File: src/rtl/matrix_alu_seq_if.sv
// Execution-engine bus bundle for the sequential matrix ALU.
interface matrix_alu_seq_if #(
    parameter int unsigned MW = 256
);
    logic [15:0]   address;
    logic          nRead;
    logic          nWrite;
    logic [MW-1:0] ExeDataOut;
    logic [MW-1:0] MatrixDataOut;
    logic          busy;
    logic          done;
    logic          err;

    modport master (
        output address, nRead, nWrite, ExeDataOut,
        input  MatrixDataOut, busy, done, err
    );

    modport slave (
        input  address, nRead, nWrite, ExeDataOut,
        output MatrixDataOut, busy, done, err
    );
endinterface

File: src/rtl/matrix_alu_seq.sv
// Sequential DIM x DIM matrix ALU: operands loaded by bus writes, element-serial
// execution under an IDLE/RUN/DONE FSM, result returned by a registered bus read.
module matrix_alu_seq #(
    parameter int unsigned DATA_W = 16,
    parameter int unsigned DIM    = 4,
    parameter logic [3:0]  BASE   = 4'h2
) (
    input  logic             Clk,
    input  logic             nReset,
    matrix_alu_seq_if.slave  bus
);
    localparam int unsigned NE = DIM * DIM;
    localparam int unsigned MW = NE * DATA_W;
    localparam int unsigned CW = (DIM > 2) ? $clog2(DIM) : 1;
    localparam int unsigned IW = $clog2(NE);
    localparam logic [CW-1:0] LAST = CW'(DIM - 1);

    localparam logic [3:0] OP_MUL = 4'd0;
    localparam logic [3:0] OP_ADD = 4'd1;
    localparam logic [3:0] OP_SUB = 4'd2;
    localparam logic [3:0] OP_TRN = 4'd3;
    localparam logic [3:0] OP_SCL = 4'd4;
    localparam logic [3:0] OP_SCI = 4'd5;

    typedef enum logic [1:0] {
        S_IDLE = 2'd0,
        S_RUN  = 2'd1,
        S_DONE = 2'd2
    } state_e;

    state_e              r_state;
    state_e              w_state_nxt;

    logic [DATA_W-1:0]   r_src1 [NE];
    logic [DATA_W-1:0]   r_src2 [NE];
    logic [DATA_W-1:0]   r_res  [NE];
    logic [DATA_W-1:0]   r_scalar;
    logic [DATA_W-1:0]   r_acc;
    logic [CW-1:0]       r_row;
    logic [CW-1:0]       r_col;
    logic [CW-1:0]       r_k;
    logic [3:0]          r_op;
    logic [MW-1:0]       r_mdo;
    logic                r_busy;
    logic                r_done;
    logic                r_err;

    logic                w_sel;
    logic                w_wr;
    logic                w_rd;
    logic                w_both;
    logic                w_any;
    logic                w_idle;
    logic                w_start;
    logic                w_legal;
    logic                w_start_ok;
    logic                w_err_set;
    logic                w_rd_ok;
    logic                w_last;
    logic                w_elem_wr;
    logic [DATA_W-1:0]   w_a;
    logic [DATA_W-1:0]   w_b;
    logic [DATA_W-1:0]   w_mac;
    logic [DATA_W-1:0]   w_elem;
    logic [MW-1:0]       w_res_packed;
    logic                w_unused;

    // Flat element index of [row][col].
    function automatic logic [IW-1:0] f_idx(input logic [CW-1:0] row, input logic [CW-1:0] col);
        return IW'(row) * IW'(DIM) + IW'(col);
    endfunction

    // Bus decode; everything is qualified by the block select.
    assign w_sel      = (bus.address[15:12] == BASE);
    assign w_wr       = w_sel && !bus.nWrite && bus.nRead;
    assign w_rd       = w_sel && !bus.nRead && bus.nWrite;
    assign w_both     = w_sel && !bus.nRead && !bus.nWrite;
    assign w_any      = w_sel && (!bus.nRead || !bus.nWrite);
    assign w_idle     = (r_state == S_IDLE);
    assign w_start    = (w_wr || w_rd) && (bus.address[3:0] == 4'd3) && w_idle;
    assign w_legal    = (bus.address[7:4] <= OP_SCI);
    assign w_start_ok = w_start && w_legal;
    assign w_err_set  = w_both || (w_any && (r_state == S_RUN)) || (w_start && !w_legal);
    assign w_rd_ok    = w_rd && (bus.address[3:0] == 4'd2) && (r_state != S_RUN);
    assign w_unused   = ^bus.address[11:8];

    // Element datapath: current element operands and multiply-accumulate step.
    assign w_a   = r_src1[f_idx(r_row, r_col)];
    assign w_b   = r_src2[f_idx(r_row, r_col)];
    assign w_mac = r_acc + r_src1[f_idx(r_row, r_k)] * r_src2[f_idx(r_k, r_col)];

    // Value written to result[row][col] this cycle.
    always_comb begin
        w_elem = '0;
        case (r_op)
            OP_MUL:  w_elem = w_mac;
            OP_ADD:  w_elem = w_a + w_b;
            OP_SUB:  w_elem = w_a - w_b;
            OP_TRN:  w_elem = r_src1[f_idx(r_col, r_row)];
            OP_SCL:  w_elem = w_a * r_src2[0];
            OP_SCI:  w_elem = w_a * r_scalar;
            default: w_elem = '0;
        endcase
    end

    assign w_elem_wr = (r_state == S_RUN) && ((r_op != OP_MUL) || (r_k == LAST));
    assign w_last    = w_elem_wr && (r_row == LAST) && (r_col == LAST);

    // Pack the result array onto the bus layout.
    always_comb begin
        w_res_packed = '0;
        for (int i = 0; i < int'(NE); i++) begin
            w_res_packed[i*DATA_W +: DATA_W] = r_res[i];
        end
    end

    // FSM state register.
    always_ff @(posedge Clk or negedge nReset) begin
        if (!nReset) begin
            r_state <= S_IDLE;
        end else begin
            r_state <= w_state_nxt;
        end
    end

    // FSM next-state logic.
    always_comb begin
        w_state_nxt = r_state;
        case (r_state)
            S_IDLE:  if (w_start_ok) w_state_nxt = S_RUN;
            S_RUN:   if (w_last)     w_state_nxt = S_DONE;
            S_DONE:  w_state_nxt = S_IDLE;
            default: w_state_nxt = S_IDLE;
        endcase
    end

    // Status flags: busy/done follow the next state, err is sticky until a good start.
    always_ff @(posedge Clk or negedge nReset) begin
        if (!nReset) begin
            r_busy <= 1'b0;
            r_done <= 1'b0;
            r_err  <= 1'b0;
        end else begin
            r_busy <= (w_state_nxt == S_RUN);
            r_done <= (w_state_nxt == S_DONE);
            if (w_start_ok) begin
                r_err <= 1'b0;
            end else if (w_err_set) begin
                r_err <= 1'b1;
            end
        end
    end

    // Operand loads, command latch and read-data register.
    always_ff @(posedge Clk or negedge nReset) begin
        if (!nReset) begin
            for (int i = 0; i < int'(NE); i++) begin
                r_src1[i] <= '0;
                r_src2[i] <= '0;
            end
            r_scalar <= '0;
            r_op     <= '0;
            r_mdo    <= '0;
        end else begin
            if (w_wr && w_idle && (bus.address[3:0] == 4'd0)) begin
                for (int i = 0; i < int'(NE); i++) r_src1[i] <= bus.ExeDataOut[i*DATA_W +: DATA_W];
            end
            if (w_wr && w_idle && (bus.address[3:0] == 4'd1)) begin
                for (int i = 0; i < int'(NE); i++) r_src2[i] <= bus.ExeDataOut[i*DATA_W +: DATA_W];
            end
            if (w_start_ok) begin
                r_op <= bus.address[7:4];
                if (w_wr) r_scalar <= bus.ExeDataOut[DATA_W-1:0];
            end
            if (w_rd_ok) begin
                r_mdo <= w_res_packed;
            end
        end
    end

    // Element sequencing: row/col/k counters, accumulator and result writes.
    always_ff @(posedge Clk or negedge nReset) begin
        if (!nReset) begin
            r_row <= '0;
            r_col <= '0;
            r_k   <= '0;
            r_acc <= '0;
            for (int i = 0; i < int'(NE); i++) r_res[i] <= '0;
        end else if (w_start_ok) begin
            r_row <= '0;
            r_col <= '0;
            r_k   <= '0;
            r_acc <= '0;
        end else if (r_state == S_RUN) begin
            if (w_elem_wr) begin
                r_res[f_idx(r_row, r_col)] <= w_elem;
                r_acc <= '0;
                r_k   <= '0;
                if (r_col == LAST) begin
                    r_col <= '0;
                    r_row <= (r_row == LAST) ? '0 : r_row + CW'(1);
                end else begin
                    r_col <= r_col + CW'(1);
                end
            end else begin
                r_acc <= w_mac;
                r_k   <= r_k + CW'(1);
            end
        end
    end

    assign bus.MatrixDataOut = r_mdo;
    assign bus.busy          = r_busy;
    assign bus.done          = r_done;
    assign bus.err           = r_err;
endmodule

File: src/flat_wrapper.sv
// flat-port wrapper written by rule: the top's interface ports become plain ports
module matrix_alu_seq_flat 
#(
    parameter int unsigned DATA_W = 16,
    parameter int unsigned DIM    = 4,
    parameter logic [3:0]  BASE   = 4'h2
)
  (Clk, nReset, bus_address, bus_nRead, bus_nWrite, bus_ExeDataOut, bus_MatrixDataOut, bus_busy, bus_done, bus_err);
  matrix_alu_seq_if #(.MW(((DIM * DIM) * DATA_W))) bus_i ();
  input  logic Clk;
  input  logic nReset;
  input wire logic [$bits(bus_i.address)-1:0] bus_address;
  input wire logic [$bits(bus_i.nRead)-1:0] bus_nRead;
  input wire logic [$bits(bus_i.nWrite)-1:0] bus_nWrite;
  input wire logic [$bits(bus_i.ExeDataOut)-1:0] bus_ExeDataOut;
  output wire logic [$bits(bus_i.MatrixDataOut)-1:0] bus_MatrixDataOut;
  output wire logic [$bits(bus_i.busy)-1:0] bus_busy;
  output wire logic [$bits(bus_i.done)-1:0] bus_done;
  output wire logic [$bits(bus_i.err)-1:0] bus_err;
  assign bus_i.address = bus_address;
  assign bus_i.nRead = bus_nRead;
  assign bus_i.nWrite = bus_nWrite;
  assign bus_i.ExeDataOut = bus_ExeDataOut;
  assign bus_MatrixDataOut = bus_i.MatrixDataOut;
  assign bus_busy = bus_i.busy;
  assign bus_done = bus_i.done;
  assign bus_err = bus_i.err;
  matrix_alu_seq #(.DATA_W(DATA_W), .DIM(DIM), .BASE(BASE)) u_core (.Clk(Clk), .nReset(nReset), .bus(bus_i));
endmodule
File: config.mk
export PLATFORM = sky130hd
export DESIGN_NAME = matrix_alu_seq_flat
export DESIGN_NICKNAME = d
export VERILOG_FILES = /design/src/rtl/matrix_alu_seq_if.sv /design/src/rtl/matrix_alu_seq.sv /design/src/flat_wrapper.sv
export SDC_FILE = /design/constraint.sdc
export NUM_CORES = 2
export LEC_CHECK = 0
export CAP_MARGIN = 20
export CORE_UTILIZATION = 30
export DETAILED_ROUTE_END_ITERATION = 8
export GPL_ROUTABILITY_DRIVEN = 0
export SYNTH_ARGS = -nofsm -noshare
export SYNTH_HDL_FRONTEND = slang
export SYNTH_SLANG_ARGS = --single-unit
File: constraint.sdc
create_clock -name Clk -period 13.8 [get_ports Clk]
set_clock_uncertainty 0.05 [all_clocks]
set_input_delay 4.14 -clock Clk [delete_from_list [all_inputs] [get_ports Clk]]
set_output_delay 4.14 -clock Clk [all_outputs]
set_load 0.02 [all_outputs]
# Word-level counts from Yosys, hierarchy flattened
# Cells that the tools add are included.
# classes
muxes	39
add_sub_neg	10
bitwise	5
reduce_logical	40
eq_ne	16
order_cmp	6
mul	3
# ops
op	n
$bmux 16 s4	5
$bwmux 256	1
$mux 16	14
$pmux 16 s6	1
$demux 16 s4	1
$mul 16x16->16	3
$add 16x16->16	2
$mux 2	14
$eq 4x2->1 const B	5
$ge 5x5->1 const B	4
$logic_and 1x1->1	20
$not 4->5	4
$add 4x2->4	4
$sub 16x16->16	1
$eq 2x2->1 const B	4
$eq 4x1->1 const B	2
$eq 4x3->1 const B	2
$logic_not 4->1	2
$reduce_bool 2->1	4
$add 2x1->2 const B	3
$reduce_and 3->1	2
$logic_or 1x1->1	5
$lt 5x1->1 const B	1
$eq 2x1->1 const B	2
9 further kinds	13
# word_totals
wordCells	178
out_inout_bits	259
register_bits	1071
input_bits	276

# Logic depth before layout (Yosys ltp)
# depth
word_depth	10
depth_mapped	35

# Worst setup path before layout
# No wires, ideal clock.
# synth_timing
kind	register -> register
from	reg u_core.r_row[1]
to	reg u_core.r_res[143] in the netlist's numbering
synth_period_minus_slack_ns	7.975
path_stages_with_launch	30
setup_slack_ns	5.825
arrival_time_ns	7.803
setup_ns	0.123
path_cell_list	dfrtp_1 buf_1 inv_2 buf_1 buf_1 mux2i_1 mux2i_1 clkbuf_1 clkbuf_1 nand2_1 fa_1 fa_1 inv_1 fa_1 fa_1 inv_1 fa_1 fa_1 xor2_1 xnor2_1 xnor2_1 xnor2_1 xnor2_1 xnor3_1 nand3_1 nor2_1 a311o_1 nor4_4 buf_6 a21oi_2
# synth_via
elab_chain_cells	9
elab_cells_between_ends	31
classes_between	add/sub: 6; mul: 3; order compare: 2; mux: 16; bitwise: 3; reduce/logical: 1
# synth_rtl
item	line_no	text
from (decl)	matrix_alu_seq.sv:39	logic [CW-1:0] r_row;
from (signal assigned)	matrix_alu_seq.sv:201	r_row <= (r_row == LAST) ? '0 : r_row + CW'(1);
$add 4x2->4	matrix_alu_seq.sv:70	return IW'(row) * IW'(DIM) + IW'(col);
$not 4->5 (not written as such)	matrix_alu_seq.sv:90	assign w_mac = r_acc + r_src1[f_idx(r_row, r_k)] * r_src2[f_idx(r_k, r_col)];
$bmux 16 s4	matrix_alu_seq.sv:90	
$mux 16 (not written as such) (2 in series)	matrix_alu_seq.sv:90	
$mul 16x16->16	matrix_alu_seq.sv:90	
$add 16x16->16	matrix_alu_seq.sv:90	
$pmux 16 s6	matrix_alu_seq.sv:95	case (r_op)
$bwmux 256 *	matrix_alu_seq.sv:196	r_res[f_idx(r_row, r_col)] <= w_elem;
to (signal, indexed assignment)	matrix_alu_seq.sv:196	
to (decl)	matrix_alu_seq.sv:36	logic [DATA_W-1:0] r_res [NE];
# Every way passes the cells marked *; elsewhere a longest branch is shown, timed or not. The select of a mux whose other input is x is not followed.
# A chain may end at the register's enable or synchronous reset.

# Worst setup path in the final report
# layout_timing
from	reg u_core.r_row[0]
to	reg u_core.r_res[110] in the netlist's numbering
# Same word-level chain as after synthesis.

==> impl_metrics.toml <==
[run_status]
status = "finished, final reports clean"

[synth]
gate_count_of_the_mapped_netlist = 4859
post_synth_num_cell_types = 75
synth_nets = 5565
postSynth.asyncResetShare = 1.000
synth.cell_area_um2 = 61380
synth.yosys.warnings = 0
syn_area_per_cell_um2 = 12.63
synth_enable_flop_cells = 0
synth_seq_cells = 1071
sequential_area_share_after_synthesis = 0.4367
yosys_most_used_dff = "dfrtp_1"

[place]
place.detailed.hpwl_mm = 151.5
port_buffers = 530

[cts]
cts.reportedPaths.clkPinSlew_ns = 0.06
clk_latency_ns = 0.78
numCtsBuffers = 113
cts.htree.levels = 3
ctsResizeCount = 0
clock_path_buffers = 3
cts.sink_count = 1071
cts_tree = "done"
cts.root.buffer_cell = "clkbuf_16"
hold_buffers = 0
post_cts_buffers = 0

[min_path]
hold_path_class = "flip-flop to flip-flop"
min_delay_path_depth = 2
holdPathEnd = "u_core.r_res[194]"
worstHoldStart = "u_core.r_res[194]"

[floorplanning]
design.die.area_um2 = 206400
die_h_um = 454.3
core_area_um2 = 202700
initial_core_utilization = 0.3028
die-width_um = 454.3
rows = 165
num_io_pins = 535

[global_route]
antenna_found_initial = 60
grt_first_pass_wirelength_mm = 295.1
grt_pass1_vias = 42180
all_layer_global_routing_usage = 0.1960
globalRoute.totalOverflow = 0
grt_start_max_net_pins = 186

[setup_path]
worst_path_required_time_ns = 14.32
reg2reg_from = "u_core.r_row[0]"
regToRegEndpoint = "u_core.r_res[110]"
worst-setup-path-type = "flip-flop to flip-flop"
timing.critical_path.from_type = "flip-flop"
crit_path_max_fanout = 108
element_type_at_the_critical_path_end = "flip-flop"
r2r_slack_ns = 4.27
rr_worst_depth = 24
worst-endpoint-arrival_ns = 10.05

[pwr]
p_leak_nw = 33.82
p_per_area_nw_per_um2 = 112.3
max-vdd-ir-drop_mv = 0.1081

[cells_and_area]
final_nets = 6007
register_area_um2 = 26820
fill_cells = 19810
drive_gt1_frac = 0.2648
utilization = 0.3628
multiInputGateArea_um2 = 31890
area_delta_synth_final_pct = 19.84

[routing]
wl_per_cell_um = 25.16
remaining_drc_errors = 0
drt_pre_antenna_iters = 5
detail_routed_via_count_per_cell = 5.089
num_vias = 41110
drt_wl_total_mm = 203.2
detail_route.iter0.violations = 3412
detail-route-antenna-nets = 0

[sta]
headroom_to_the_max_slew_limit = 0.1455
setup_viol_count_final = 0
max_slew.worst_pin.slew_ns = 1.282
grt_setup_unrepaired = "false"
final_max_slew_viol_count = 0
setup_tns_ns = 0
period_needed_ns = 9.529
final_hold_viol_count = 0
hold_slack_ns = 0.4222
fin_crit_sh = 0.6905
fmax_mhz = 104.9

[job]
maxCapViolCount = 0
cell usage in the layout (no fill, tap or decap), types with 75 or more instances in the layout:
master and count:
mux2_2 782, dfrtp_1 1065, inv_1 421, xnor2_1 96
nor2_1 157, ha_1 175, o21ai_0 246, mux4_2 305
a21oi_1 75, clkdlybuf4s50_1 529, clkbuf_16 114, fa_1 255
nand2_1 468, and2_1 107
worst max path at each step:
stage | from | endpoint | slack (ns)
2_1_floorplan | u_core.r_row[1] | u_core.r_res[143] | 5.82
3_3_place_gp | u_core.r_row[0] | u_core.r_res[46] | 4.43
3_5_place_dp | u_core.r_row[0] | u_core.r_res[174] | 4.36
4_1_cts | u_core.r_row[0] | u_core.r_res[110] | 4.30
5_1_grt | u_core.r_row[0] | u_core.r_res[62] | 3.77
6_report | u_core.r_row[0] | u_core.r_res[110] | 4.27
state kept, by name (all words and copies together) (netlist names), 4 cells and up:
| register | count |
|---|---|
| u_core.bus.MatrixDataOut | 256 |
| u_core.r_res | 256 |
| u_core.r_src1 | 256 |
| u_core.r_src2 | 256 |
| u_core.r_acc | 16 |
| u_core.r_scalar | 16 |
| u_core.r_op | 4 |
worst max-delay path: stages, from the launching register on:
cell and delay [ns]:
dfrtp_4 0.88, buf_12 0.60, mux4_2 0.60, nand2_1 0.08, a31o_1 0.16, buf_4 0.25
nand2_1 0.49, and2_1 0.37, fa_1 0.49, inv_1 0.05, fa_1 0.47, fa_1 0.50
fa_1 0.55, inv_1 0.05, fa_1 0.47, inv_1 0.05, fa_1 0.48, inv_1 0.04
ha_1 0.32, o21a_1 0.14, a2111oi_0 0.45, nor3_1 0.13, xnor2_1 0.28, a211oi_4 0.95
a31oi_1 0.19
cell usage after synthesis (84+ instances only):
cell type / instances / area [µm²]
dfrtp_1: 1071 / 26800
mux2_2: 782 / 8806
nand2_1: 468 / 1757
inv_1: 421 / 1580
mux4_2: 305 / 6869
fa_1: 255 / 5105
o21ai_0: 246 / 1231
clkbuf_1: 215 / 807.0
ha_1: 175 / 2190
nor2_1: 160 / 600.6
and2_1: 107 / 669.4
xnor2_1: 96 / 840.8
a21oi_1: 84 / 420.4
layout make-up:
| class | count | area share |
|---|---|---|
| inverters | 426 | 0.02174 |
| clock inverters | 35 | 0.005426 |
| well taps | 2672 | 0.04545 |
| flip-flops and latches | 1071 | 0.3647 |
| repair buffers | 615 | 0.08348 |
| diodes | 20 | 0.0006804 |
| clock buffers | 165 | 0.04506 |
| multi-input cells | 3074 | 0.4335 |
logic make-up after synthesis:
logic type,share of synthesized area
mux,0.2614
flops,0.4367
simple gates,0.06527
buf+inv,0.04748
compound gates,0.04917
fa+ha+maj,0.1190
xor+xnor,0.02098
per-stage QoR:
step / total power, mW / cells / instance area, µm² / setup slack [ns]
CTS: 8.355 / 8050 / 73350 / 4.305
global route: 8.620 / 8067 / 73530 / 3.771
detailed placement: 5.246 / 7850 / 69640 / 4.359
finish: 8.263 / 8078 / 73560 / 4.271
global placement: 5.222 / 7848 / 69610 / 4.433
floorplan: 4.510 / 4859 / 61380 / 5.825
per-layer routing:
metal  vias up  GRT usage  share of wire  wire length, µm
li1      17760          -              -                -
met2      1540     0.3149           0.47            94900
met4        44     0.1014          0.060            12110
met3       414    0.04641          0.075            15240
met1     21350     0.2450           0.40            80710
met5         -          0         0.0013              268
report_power, final:
| group | internal, mW | switching (mW) |
|---|---|---|
| combinational | 0.731 | 1.12 |
| clock | 1.76 | 1.32 |
| sequential | 3.20 | 0.136 |
Note: power is estimated with default switching activity, not from simulation.
